[src/rtl/rv32_pipeline_pkg.sv]
// rtl/rv32_pipeline_pkg.sv - shared pipeline types, LSU state and funct3 decode helpers
package rv32_pipeline_pkg;

    typedef logic [31:0] word_t;

    typedef enum logic [1:0] {
        LSU_IDLE = 2'd0,
        LSU_REQ  = 2'd1,
        LSU_RESP = 2'd2,
        LSU_DONE = 2'd3
    } lsu_state_t;

    localparam logic [2:0] LSU_F3_B  = 3'b000;
    localparam logic [2:0] LSU_F3_H  = 3'b001;
    localparam logic [2:0] LSU_F3_W  = 3'b010;
    localparam logic [2:0] LSU_F3_BU = 3'b100;
    localparam logic [2:0] LSU_F3_HU = 3'b101;

    localparam int unsigned LSU_TIMEOUT_DEFAULT = 16;

    // Loads allow 000,001,010,100,101; stores only 000..010.
    function automatic logic lsu_f3_illegal(input logic we, input logic [2:0] f3);
        if (we) begin
            return f3 > LSU_F3_W;
        end
        return (f3 == 3'b011) || (f3[2:1] == 2'b11);
    endfunction

    function automatic logic lsu_f3_misaligned(input logic [2:0] f3, input logic [1:0] off);
        case (f3)
            LSU_F3_H, LSU_F3_HU: return off[0];
            LSU_F3_W:            return off != 2'b00;
            default:             return 1'b0;
        endcase
    endfunction

endpackage

[src/rtl/rv32_load_store_unit_if.sv]
// rtl/rv32_load_store_unit_if.sv - word-addressed data bus with request/grant/response handshake
// master: LSU side (drives bus_req/bus_we/bus_addr/bus_be/bus_wdata)
// slave : memory side (drives bus_gnt/bus_rvalid/bus_rdata/bus_err)
interface rv32_load_store_unit_if;
    import rv32_pipeline_pkg::*;

    logic        bus_req;
    logic        bus_we;
    word_t       bus_addr;
    logic [3:0]  bus_be;
    word_t       bus_wdata;
    logic        bus_gnt;
    logic        bus_rvalid;
    word_t       bus_rdata;
    logic        bus_err;

    modport master (
        output bus_req, bus_we, bus_addr, bus_be, bus_wdata,
        input  bus_gnt, bus_rvalid, bus_rdata, bus_err
    );

    modport slave (
        input  bus_req, bus_we, bus_addr, bus_be, bus_wdata,
        output bus_gnt, bus_rvalid, bus_rdata, bus_err
    );
endinterface

[src/rtl/rv32_lsu_lane_align.sv]
// rtl/rv32_lsu_lane_align.sv - byte-enable, store replication and load extraction (combinational)
// i_funct3 : access size / signedness
// i_offset : byte offset addr[1:0]
// i_wdata  : raw store data (rs2)
// i_rdata  : raw bus read word
// o_be     : byte enables
// o_wdata  : lane-replicated store data
// o_rdata  : shifted and sign/zero-extended load data
module rv32_lsu_lane_align
    import rv32_pipeline_pkg::*;
(
    input  logic [2:0] i_funct3,
    input  logic [1:0] i_offset,
    input  word_t      i_wdata,
    input  word_t      i_rdata,
    output logic [3:0] o_be,
    output word_t      o_wdata,
    output word_t      o_rdata
);
    word_t w_shifted;

    // Addressed byte/halfword lands in the low lanes.
    assign w_shifted = i_rdata >> {i_offset, 3'b000};

    always_comb begin
        o_be    = 4'b0000;
        o_wdata = i_wdata;
        o_rdata = w_shifted;
        case (i_funct3)
            LSU_F3_B: begin
                o_be    = 4'b0001 << i_offset;
                o_wdata = {4{i_wdata[7:0]}};
                o_rdata = {{24{w_shifted[7]}}, w_shifted[7:0]};
            end
            LSU_F3_BU: begin
                o_be    = 4'b0001 << i_offset;
                o_wdata = {4{i_wdata[7:0]}};
                o_rdata = {24'h000000, w_shifted[7:0]};
            end
            LSU_F3_H: begin
                o_be    = i_offset[1] ? 4'b1100 : 4'b0011;
                o_wdata = {2{i_wdata[15:0]}};
                o_rdata = {{16{w_shifted[15]}}, w_shifted[15:0]};
            end
            LSU_F3_HU: begin
                o_be    = i_offset[1] ? 4'b1100 : 4'b0011;
                o_wdata = {2{i_wdata[15:0]}};
                o_rdata = {16'h0000, w_shifted[15:0]};
            end
            LSU_F3_W: begin
                o_be    = 4'b1111;
            end
            default: begin
                o_be    = 4'b0000;
            end
        endcase
    end
endmodule

[src/rtl/rv32_load_store_unit.sv]
// rtl/rv32_load_store_unit.sv - multicycle RV32I load/store unit, one outstanding bus access
// clk, rst_n        : clock, async active-low reset
// lsu_req/we/funct3/addr/wdata : MEM-stage access, held stable while lsu_stall
// lsu_stall         : freeze pipeline
// lsu_rvalid        : one-cycle completion pulse
// lsu_rdata         : extended load data (updated only by a successful load)
// lsu_misaligned    : with lsu_rvalid, address not aligned to size
// lsu_fault         : with lsu_rvalid, illegal funct3, bus error or timeout
// bus               : data bus master port
module rv32_load_store_unit
    import rv32_pipeline_pkg::*;
#(
    parameter int unsigned TIMEOUT_CYCLES = LSU_TIMEOUT_DEFAULT
)(
    input  logic       clk,
    input  logic       rst_n,
    input  logic       lsu_req,
    input  logic       lsu_we,
    input  logic [2:0] lsu_funct3,
    input  word_t      lsu_addr,
    input  word_t      lsu_wdata,
    output logic       lsu_stall,
    output logic       lsu_rvalid,
    output word_t      lsu_rdata,
    output logic       lsu_misaligned,
    output logic       lsu_fault,
    rv32_load_store_unit_if.master bus
);
    // Last REQ/RESP cycle count before the access is abandoned.
    localparam logic [7:0] L_TO_LAST = 8'(TIMEOUT_CYCLES - 1);

    lsu_state_t r_state;
    logic [7:0] r_cnt;
    logic       r_bus_req;
    logic       r_bus_we;
    word_t      r_bus_addr;
    logic [3:0] r_bus_be;
    word_t      r_bus_wdata;
    logic       r_rvalid;
    word_t      r_rdata;
    logic       r_misaligned;
    logic       r_fault;

    logic [3:0] w_be;
    word_t      w_wdata_rep;
    word_t      w_rdata_ext;
    logic       w_illegal;
    logic       w_misaligned;
    logic       w_timeout;

    // MEM-stage inputs stay stable through RESP, so one aligner serves
    // both the request fields and the response extraction.
    rv32_lsu_lane_align u_align (
        .i_funct3 (lsu_funct3),
        .i_offset (lsu_addr[1:0]),
        .i_wdata  (lsu_wdata),
        .i_rdata  (bus.bus_rdata),
        .o_be     (w_be),
        .o_wdata  (w_wdata_rep),
        .o_rdata  (w_rdata_ext)
    );

    assign w_illegal    = lsu_f3_illegal(lsu_we, lsu_funct3);
    assign w_misaligned = lsu_f3_misaligned(lsu_funct3, lsu_addr[1:0]);
    assign w_timeout    = (r_cnt == L_TO_LAST);

    always_ff @(posedge clk or negedge rst_n) begin
        if (!rst_n) begin
            r_state      <= LSU_IDLE;
            r_cnt        <= 8'd0;
            r_bus_req    <= 1'b0;
            r_bus_we     <= 1'b0;
            r_bus_addr   <= '0;
            r_bus_be     <= 4'b0000;
            r_bus_wdata  <= '0;
            r_rvalid     <= 1'b0;
            r_rdata      <= '0;
            r_misaligned <= 1'b0;
            r_fault      <= 1'b0;
        end else begin
            case (r_state)
                LSU_IDLE: begin
                    if (lsu_req) begin
                        if (w_illegal) begin
                            r_state  <= LSU_DONE;
                            r_rvalid <= 1'b1;
                            r_fault  <= 1'b1;
                        end else if (w_misaligned) begin
                            r_state      <= LSU_DONE;
                            r_rvalid     <= 1'b1;
                            r_misaligned <= 1'b1;
                        end else begin
                            r_state     <= LSU_REQ;
                            r_cnt       <= 8'd0;
                            r_bus_req   <= 1'b1;
                            r_bus_we    <= lsu_we;
                            r_bus_addr  <= {lsu_addr[31:2], 2'b00};
                            r_bus_be    <= w_be;
                            r_bus_wdata <= w_wdata_rep;
                        end
                    end
                end
                LSU_REQ: begin
                    // A grant on the final budgeted cycle loses to the timeout;
                    // its late response is dropped since rvalid only counts in RESP.
                    if (w_timeout) begin
                        r_state   <= LSU_DONE;
                        r_bus_req <= 1'b0;
                        r_rvalid  <= 1'b1;
                        r_fault   <= 1'b1;
                    end else if (bus.bus_gnt) begin
                        r_state   <= LSU_RESP;
                        r_bus_req <= 1'b0;
                        r_cnt     <= r_cnt + 8'd1;
                    end else begin
                        r_cnt     <= r_cnt + 8'd1;
                    end
                end
                LSU_RESP: begin
                    // Response takes precedence over a coincident timeout.
                    if (bus.bus_rvalid) begin
                        r_state  <= LSU_DONE;
                        r_rvalid <= 1'b1;
                        r_fault  <= bus.bus_err;
                        if (!r_bus_we && !bus.bus_err) begin
                            r_rdata <= w_rdata_ext;
                        end
                    end else if (w_timeout) begin
                        r_state  <= LSU_DONE;
                        r_rvalid <= 1'b1;
                        r_fault  <= 1'b1;
                    end else begin
                        r_cnt    <= r_cnt + 8'd1;
                    end
                end
                LSU_DONE: begin
                    // The request visible here is the one completing; never re-accept it.
                    r_state      <= LSU_IDLE;
                    r_rvalid     <= 1'b0;
                    r_misaligned <= 1'b0;
                    r_fault      <= 1'b0;
                end
                default: begin
                    r_state <= LSU_IDLE;
                end
            endcase
        end
    end

    // rst_n gating makes the stall drop immediately on reset even if the
    // MEM stage still presents a request.
    assign lsu_stall = rst_n & (((r_state == LSU_IDLE) & lsu_req) |
                                (r_state == LSU_REQ) | (r_state == LSU_RESP));

    assign lsu_rvalid     = r_rvalid;
    assign lsu_rdata      = r_rdata;
    assign lsu_misaligned = r_misaligned;
    assign lsu_fault      = r_fault;

    assign bus.bus_req   = r_bus_req;
    assign bus.bus_we    = r_bus_we;
    assign bus.bus_addr  = r_bus_addr;
    assign bus.bus_be    = r_bus_be;
    assign bus.bus_wdata = r_bus_wdata;
endmodule

[src/flat_wrapper.sv]
// flat-port wrapper written by rule: the top's interface ports become plain ports
module rv32_load_store_unit_flat import rv32_pipeline_pkg::*;
#(
    parameter int unsigned TIMEOUT_CYCLES = LSU_TIMEOUT_DEFAULT
)
  (clk, rst_n, lsu_req, lsu_we, lsu_funct3, lsu_addr, lsu_wdata, lsu_stall, lsu_rvalid, lsu_rdata, lsu_misaligned, lsu_fault, bus_bus_req, bus_bus_we, bus_bus_addr, bus_bus_be, bus_bus_wdata, bus_bus_gnt, bus_bus_rvalid, bus_bus_rdata, bus_bus_err);
  rv32_load_store_unit_if bus_i ();
  input  logic clk;
  input  logic rst_n;
  input  logic lsu_req;
  input  logic lsu_we;
  input  logic [2:0] lsu_funct3;
  input  word_t lsu_addr;
  input  word_t lsu_wdata;
  output logic lsu_stall;
  output logic lsu_rvalid;
  output word_t lsu_rdata;
  output logic lsu_misaligned;
  output logic lsu_fault;
  output wire logic [$bits(bus_i.bus_req)-1:0] bus_bus_req;
  output wire logic [$bits(bus_i.bus_we)-1:0] bus_bus_we;
  output wire logic [$bits(bus_i.bus_addr)-1:0] bus_bus_addr;
  output wire logic [$bits(bus_i.bus_be)-1:0] bus_bus_be;
  output wire logic [$bits(bus_i.bus_wdata)-1:0] bus_bus_wdata;
  input wire logic [$bits(bus_i.bus_gnt)-1:0] bus_bus_gnt;
  input wire logic [$bits(bus_i.bus_rvalid)-1:0] bus_bus_rvalid;
  input wire logic [$bits(bus_i.bus_rdata)-1:0] bus_bus_rdata;
  input wire logic [$bits(bus_i.bus_err)-1:0] bus_bus_err;
  assign bus_bus_req = bus_i.bus_req;
  assign bus_bus_we = bus_i.bus_we;
  assign bus_bus_addr = bus_i.bus_addr;
  assign bus_bus_be = bus_i.bus_be;
  assign bus_bus_wdata = bus_i.bus_wdata;
  assign bus_i.bus_gnt = bus_bus_gnt;
  assign bus_i.bus_rvalid = bus_bus_rvalid;
  assign bus_i.bus_rdata = bus_bus_rdata;
  assign bus_i.bus_err = bus_bus_err;
  rv32_load_store_unit #(.TIMEOUT_CYCLES(TIMEOUT_CYCLES)) u_core (.clk(clk), .rst_n(rst_n), .lsu_req(lsu_req), .lsu_we(lsu_we), .lsu_funct3(lsu_funct3), .lsu_addr(lsu_addr), .lsu_wdata(lsu_wdata), .lsu_stall(lsu_stall), .lsu_rvalid(lsu_rvalid), .lsu_rdata(lsu_rdata), .lsu_misaligned(lsu_misaligned), .lsu_fault(lsu_fault), .bus(bus_i));
endmodule
[config.mk]
export PLATFORM = sky130hd
export DESIGN_NAME = rv32_load_store_unit_flat
export DESIGN_NICKNAME = d
export VERILOG_FILES = /design/src/rtl/rv32_pipeline_pkg.sv /design/src/rtl/rv32_load_store_unit_if.sv /design/src/rtl/rv32_lsu_lane_align.sv /design/src/rtl/rv32_load_store_unit.sv /design/src/flat_wrapper.sv
export SDC_FILE = /design/constraint.sdc
export NUM_CORES = 1
export LEC_CHECK = 0
export ABC_AREA = 1
export BUFFER_PORTS_ARGS = -buffer_cell sky130_fd_sc_hd__buf_2
export CORE_ASPECT_RATIO = 0.7
export CORE_UTILIZATION = 50
export DETAILED_ROUTE_END_ITERATION = 7
export PLACE_DENSITY_LB_ADDON = 0.12
export RECOVER_POWER = 50
export SLEW_MARGIN = 10
export SYNTH_ARGS = -nofsm -noshare
export SYNTH_HDL_FRONTEND = slang
export SYNTH_SLANG_ARGS = --single-unit
[constraint.sdc]
create_clock -name clk -period 2.1 [get_ports clk]
set_clock_uncertainty 0.1 [all_clocks]
set_input_delay 0.42 -clock clk [delete_from_list [all_inputs] [get_ports clk]]
set_output_delay 0.42 -clock clk [all_outputs]
set_load 0.05 [all_outputs]
Yosys cells after proc, flatten, opt, wreduce, memory -nomap -nowiden --
Cells that the tools add are included. W data, S select, Z words.
Word-level totals: flip-flop bits (word level) 113, input bits 106, output and inout bits 106, word-level logic and storage cells 102
Operators by class: add/sub/neg operators 1, order comparisons 1, equal/unequal tests 19, shift operators 2, muxes and demuxes 42, bitwise logic cells 6, reduce and logical (&&, ||, !) cells 20
Operators with widths (count):
- $pmux W32 S4 | 1
- $pmux W32 S2 | 1
- $mux W8 | 5
- $shr A32 B5 Y32 | 1
- $pmux W8 S3 | 1
- $mux W1 | 19
- $mux W2 | 7
- $pmux W4 S3 | 1
- $reduce_and A5 Y1 | 2
- $add A8 B1 Y8 const B | 1
- $eq A8 B4 Y1 const B | 1
- $ne A2 B2 Y1 const B | 4
- $pmux W1 S4 | 2
- $pmux W2 S4 | 1
- $reduce_and A4 Y1 | 2
- $eq A2 B2 Y1 const B | 3
- $eq A3 B2 Y1 const B | 2
- $eq A3 B3 Y1 const B | 2
- $ne A3 B2 Y1 const B | 2
- $pmux W1 S2 | 3
- $reduce_and A3 Y1 | 2
- $reduce_bool A2 Y1 | 3
- $mux W4 | 1
- $ne A2 B1 Y1 const B | 2
- 16 further kinds | 22

Longest topological paths before layout --
Gate-level depths: netlist (run 1).
depth after elaboration 7, depth in mapped cells 11, gate-level depth less buffers 9

Cells and area by module --
Synthesis (run 1) repeated with hierarchy kept, for this count alone.
Unflattened totals: cell total of the unflattened synthesis 785, area total of the unflattened synthesis 6198.4 um^2
By module, submodules not included:
- rv32_load_store_unit | times used 1, cells an instance 531, area an instance 4898.4 um^2, seq. area each 2827.7 um^2
- rv32_lsu_lane_align | times used 1, cells an instance 254, area an instance 1300.0 um^2, seq. area each 0.0 um^2

Worst setup path after synthesis (run 1) --
OpenSTA, ideal clock, no wires.
kind reg-to-output, start point register u_core.r_state[0], end point output lsu_stall, arrival time 1990 ps, data required time 1580 ps, path slack -410 ps, stages on the path, launching flop included 6, path buffers 1, cells stage by stage dfrtp_1 inv_1 ha_1 buf_2 nand2_1 a21boi_0
On the way: cells in the longest elaborated chain, start to end 5, elaborated cells between the ends (all ways) 7, classes of those cells 2 x eq/ne; 4 x bitwise; 1 x reduce/logical
Ends and longest elaborated chain:
- start, declared | RTL line rv32_load_store_unit.sv:32 | lsu_state_t r_state;
- start signal, assigned | RTL line rv32_load_store_unit.sv:69 | r_state <= LSU_IDLE;
- start signal, assigned | RTL line rv32_load_store_unit.sv:85 | r_state <= LSU_DONE;
- start signal, assigned | RTL line rv32_load_store_unit.sv:89 | r_state <= LSU_DONE;
- $logic_not A2 Y1 | RTL line rv32_load_store_unit.sv:152 | assign lsu_stall = rst_n & (((r_state == LSU_IDLE) & lsu_req) |
- $and A1 B1 Y1 | RTL line rv32_load_store_unit.sv:152
- $or A1 B1 Y1 | RTL line rv32_load_store_unit.sv:152
- $or A1 B1 Y1 * | RTL line rv32_load_store_unit.sv:153 | (r_state == LSU_REQ) | (r_state == LSU_RESP));
- $and A1 B1 Y1 * | RTL line rv32_load_store_unit.sv:152
- end, declared | RTL line flat_wrapper.sv:15 | output logic lsu_stall;
Every way passes the cells marked *; elsewhere a longest branch is shown, timed or not.

Final worst setup path (run 1) --
Same ends and word-level chain as after synthesis.

==> results of run 1 <==
[Yosys cell counts]
cell / number
inv_1: 64
a21oi_1: 56
buf_4: 9
conb_1: 1
nand2_1: 254
nand2_2: 3
nand3_1: 43
or2_2: 17
nand4_2: 2
a22oi_1: 5
o211ai_1: 5
a31oi_1: 7
o21ai_1: 24
inv_2: 5
o21ai_0: 36
nor3_2: 1
nand4_1: 6
nor2_4: 3
nand3_2: 2
o21bai_1: 1
dfrtp_1: 113
nor2_1: 84
clkbuf_2: 1
ha_1: 5
a21boi_0: 1
o21a_1: 1
nor2_2: 2
buf_6: 7
buf_2: 14
clkbuf_1: 9
[cells by family after synthesis]
family / after synthesis / share of synthesized area
AO/OA/AOI/OAI: 136 / 0.123
adder cells (fa/ha/maj): 5 / 0.0106
buffers and inverters: 109 / 0.0875
flip-flops: 113 / 0.481
other: 1 / 0.000638
AND/OR/NAND/NOR: 417 / 0.297
[per-layer routing]
metal,global-route usage,wire [microns]
met5,0,0
met4,0.0756,238
met3,0.0794,1450
met2,0.423,7200
met1,0.405,7830
[placed cells by master, fill, tap and decap left out, types with 5 or more instances in the layout]
cell type / count
nand4_1: 6
a31oi_1: 7
a21oi_1: 56
dfrtp_1: 112
clkbuf_16: 17
buf_4: 15
inv_1: 62
a22oi_1: 5
or2_2: 17
o211ai_1: 5
nand3_1: 43
nor2_1: 83
clkbuf_1: 52
o21ai_1: 24
nand2_1: 253
o21ai_0: 36
inv_2: 6
buf_2: 156
[state kept, by name, summed over array words and instances (netlist names)]
| register | cells |
|---|---|
| u_core.bus.bus_addr | 30 |
| u_core.bus.bus_be | 4 |
| u_core.bus.bus_req | 1 |
| u_core.bus.bus_wdata | 32 |
| u_core.bus.bus_we | 1 |
| u_core.lsu_fault | 1 |
| u_core.lsu_misaligned | 1 |
| u_core.lsu_rdata | 32 |
| u_core.lsu_rvalid | 1 |
| u_core.r_cnt | 8 |
| u_core.r_state | 2 |
[repair_timing]
item	in CTS	in global routing
resized for setup	8	10
endpoints found under the setup margin	1	1
pin swaps	2	2
endpoints found under the hold margin	0	0
setup buffers	2	1
[tightest hold or removal path, cell delays in order]
cell and delay (ns):
buf_2 0.08, nand2_1 0.04, nand2_1 0.04
[metrics by stage]
| stage | cell area (sq um) | hold WS (ns) | worst slack (ns) | power, mW | cells |
|---|---|---|---|---|---|
| floorplan | 5890 | 0.0244 | 0.241 | 9.01 | 782 |
| global placement | 7070 | 0.357 | 0.221 | 10.7 | 1120 |
| detailed placement | 7070 | 0.360 | 0.164 | 10.8 | 1120 |
| CTS | 7750 | 0.0745 | 0.0256 | 14.0 | 1153 |
| global route | 7720 | 0.0930 | -0.00132 | 14.7 | 1154 |
| finish | 7720 | 0.102 | 0.0478 | 14.0 | 1154 |
[final timing paths]
path                                            to  slack (ns)  depth (start not counted)
max reg2reg                   u_core.lsu_rdata[20]        0.19                          9
min reg2reg                u_core.bus.bus_addr[13]        0.38                          2
min                        u_core.bus.bus_addr[21]        0.10                          3
max in group asynchronous        u_core.r_state[0]        0.41                          2
max                                      lsu_stall        0.05                          5
min in group asynchronous  u_core.bus.bus_wdata[4]        0.44                          2
[report_power, final]
group	total, mW	internal (mW)	switching [mW]
Clock	3.10	2.10	0.996
Combinational	7.11	1.66	5.45
Sequential	3.77	3.19	0.580
[area by class of cell]
cell class              instances  area (sq um)
clock inverters                 9           154
clock buffers                  22           484
inverters                      69           262
well taps                     153           191
fillers                      1015          3490
flip-flops and latches        113          2830
multi-input cells             560          2620
repair buffers                228          1190
==> run metrics, run 1 <==
share of cells above drive strength 1=0.251; mean routed wirelength per cell=14.5 microns; slew margin rel.=0.00128; Power Dens Cells=1810 mW/mm^2; Area contributors post-synth=dfrtp_1 48%, nand2_1 16%, nor2_1 5.4%; DIE AREA=0.0122 sq mm; 1st-iter DRT viols=514; Max Fclk=0.487 GHz; Mean Syn Cell Area=7.53 sq um; Worst setup SP type=flip-flop; FP Rows=32; Num CTS Buffers=17; synthesis-stage register bit count=113; setup tns final=0 ns; Max clock buf depth=2; CP max stage cell=dfrtp_2; Worst Setup End Kind=output port; Fin. Hold Viols=0; yosys warns=0; diode count=0; DRC viols=0; half-perimeter wire length after placement=11700 microns; utilization after layout=0.689; Core Box Area=0.0112 sq mm; beginning of the worst hold path=lsu_addr[21]; antenna-violating nets left=0; Setup crit start=u_core.r_state[0]; # setup viols final=0; io pins=212; leakage power total=4.13 nW; Layout Nets=1100; number of port buffers=209; Die Width=132 microns; final wirelength=16700 microns; area grow syn2layout=31.4%; cts-stage hold buffer count=0; CP delay by family, top=flip-flops; total number of vias=5852; Hold Crit Class=in2reg; synthesized area=0.00588 sq mm; GRT Total Usage=0.284; Max stage delay on crit path=0.46 ns; CP Cell Sequence=inv_4 > ha_4 > nand2_4 > a21boi_4 > buf_8; CP max FO=5; post-synthesis sequential area ratio=0.481; Clock transition at path regs=0.05 ns; CP arrival=1.53 ns; Final Max Tran Viols=0; area leader, netlist=dfrtp_1; peak supply drop=1.05 mV; initial antenna violation count=0; clk sinks=113; htree depth=4; Initial Util=0.524; pin count of the biggest net entering global routing=114; first-pass GRT wire length=27100 microns; TritonCTS clock tree=done; worst skew pair latency=0.41 ns; clock root cell=clkbuf_16; Worst Path Required=1.58 ns; Slew @ Worst Pin=1.50 ns; status=finished, final reports clean; total global routing overflow=0; vias in the first global route=5347; Pre-antenna DRT Iters=7; top-area cell type share of the netlist area=0.481; Max-cap violations=0; Post-Synthesis Cells=781; CP Class=reg2out; via/cell ratio=5.07; Die Span Y=92.7 microns; Reg-to-Reg Start=u_core.r_state[0]; fin crit share=0.977; fin crit period=2.05 ns; GPL Wtd Cong=0.927; CP Buf/Inv Count=2; post-synthesis cell type count=30
Note: power is estimated with default switching activity, not from simulation.
==> inputs of run 2 (changes only) <==
--- a/config.mk
+++ b/config.mk
@@ -12,6 +12,7 @@
 export DETAILED_ROUTE_END_ITERATION = 7
 export PLACE_DENSITY_LB_ADDON = 0.12
 export RECOVER_POWER = 50
+export REMOVE_ABC_BUFFERS = 1
 export SLEW_MARGIN = 10
 export SYNTH_ARGS = -nofsm -noshare
 export SYNTH_HDL_FRONTEND = slang
==> run 2 against run 1 <==
  * The run now ends with max-slew violations left
  * Cell count rose by 0.61%
  * Critical path depth unchanged
  * Clock-buffer cell count fell by 2
  * Fmax up 0.12%
  * Non-clock buffer count up 5
  * Sequential share of layout area is 0.31 points lower
==> run metrics, run 2 (synthesized netlist as in run 1, its figures left out) <==
Power Dens Cells=1800 mW/mm^2; io pins=212; CP max FO=5; Num CTS Buffers=17; Worst Setup End Kind=output port; CP Class=reg2out; peak supply drop=1.22 mV; total global routing overflow=0; Worst setup SP type=flip-flop; pre-CTS WS=0.0680 ns; GPL Wtd Cong=0.863; Pre-antenna DRT Iters=4; Clock transition at path regs=0.06 ns; total number of vias=5777; Slew @ Worst Pin=1.52 ns; Die Width=132 microns; met2 WL=7330 microns; 1st-iter DRT viols=473; FP Rows=32; failing checks=max-slew violations; slew margin rel.=-0.0125; Crit path depth=5; status=finished, violations left; pin count of the biggest net entering global routing=114; final worst slack=0.0502 ns; utilization after layout=0.695; # setup viols final=0; final wirelength=16400 microns; mean routed wirelength per cell=14.1 microns; DIE AREA=0.0122 sq mm; leakage power total=4.28 nW; area grow syn2layout=32.5%; via/cell ratio=4.98; Max Fclk=0.488 GHz; hold depth=3; antenna-violating nets left=0; Max-cap violations=0; vias in the first global route=5383; Reg2Reg Depth=9; htree depth=4; clock root cell=clkbuf_16; fin crit share=0.976; Top Layer Used=met4; Worst Path Required=1.58 ns; number of port buffers=209; Final Max Tran Viols=113; Max clock buf depth=2; Fin. Hold Viols=0; GRT Total Usage=0.286; CP Cell Sequence=inv_4 > ha_4 > nand2_2 > a21boi_2 > buf_6; share of cells above drive strength 1=0.300; Core Box Area=0.0112 sq mm; CP arrival=1.53 ns; Max stage delay on crit path=0.45 ns; fin crit period=2.05 ns; CP Buf/Inv Count=2; Initial Util=0.524; CP max stage cell=dfrtp_2; most common cell after layout, fill and taps aside=nand2_1; half-perimeter wire length after placement=11200 microns; first-pass GRT wire length=27100 microns; TritonCTS clock tree=done; Hold Crit Class=in2reg; WL met3=1220 microns; worst skew pair latency=0.41 ns; final hold slack=0.0983 ns; setup tns final=0 ns; clk sinks=113; DRC viols=0; Tot Pwr=14.0 mW; M1 WL=7550 microns; Layout Nets=1105; most frequent cells in the layout=253 x nand2_1, 204 x buf_2, 112 x dfrtp_1; initial antenna violation count=1; CP delay by family, top=flip-flops; Die Span Y=92.7 microns
==> run 2: final cells by class <==
| type | instances | area (sq um) |
|---|---|---|
| repair buffers | 233 | 1280 |
| inverters | 69 | 264 |
| diodes | 1 | 2.50 |
| multi-input cells | 560 | 2600 |
| well taps | 153 | 191 |
| flip-flops and latches | 113 | 2830 |
| fillers | 957 | 3420 |
| clock inverters | 12 | 181 |
| clock buffers | 20 | 447 |
==> run 2: per-stage QoR <==
step           cell area (sq um)  cells
6_report                    7790   1161
5_1_grt                     7790   1160
4_1_cts                     7780   1159
3_5_place_dp                7090   1124
3_3_place_gp                7090   1124
2_1_floorplan               5630    742
==> run 2: repair_timing <==
item | in CTS | in global routing
hold buffers | 0 | 0
endpoints found under the hold margin | 0 | 0
pin swaps | 1 | 1
endpoints found under the setup margin | 2 | 8
setup buffers | 3 | 1
gates resized for setup | 11 | 6
==> run 2: worst paths after layout <==
kind                                          from                      end  slack, ns
setup / recovery                 u_core.r_state[0]                lsu_stall       0.05
hold / removal                         lsu_addr[9]   u_core.bus.bus_addr[9]        0.1
setup reg to reg                 u_core.r_state[0]     u_core.lsu_rdata[16]       0.15
hold reg to reg            u_core.bus.bus_addr[22]  u_core.bus.bus_addr[22]       0.37
max in group asynchronous                    rst_n        u_core.r_state[0]       0.39
min in group asynchronous                    rst_n    u_core.lsu_misaligned       0.42
==> run 2: worst register-to-register path, stage by stage, from the launching register on <==
cell	delay, ns
dfrtp_2	0.45
inv_4	0.10
ha_4	0.16
nand2_1	0.13
nor3_4	0.30
inv_4	0.19
a21oi_1	0.19
nand3_1	0.11
nand2_1	0.10
inv_1	0.04
==> run 2: power breakdown <==
part | leakage [nW] | switching, mW | internal (mW) | total, mW
Sequential | 1.40 | 0.583 | 3.19 | 3.77
Combinational | 2.58 | 5.41 | 1.76 | 7.17
Clock | 0.305 | 1.05 | 2.02 | 3.08
Total | 4.28 | 7.04 | 6.98 | 14.0
==> run 2: layer usage <==
| layer | vias up | track usage |
|---|---|---|
| met5 | - | 0 |
| met4 | 0 | 0.0969 |
| met3 | 25 | 0.0772 |
| met2 | 231 | 0.430 |
| met1 | 2602 | 0.399 |
| li1 | 2919 | - |
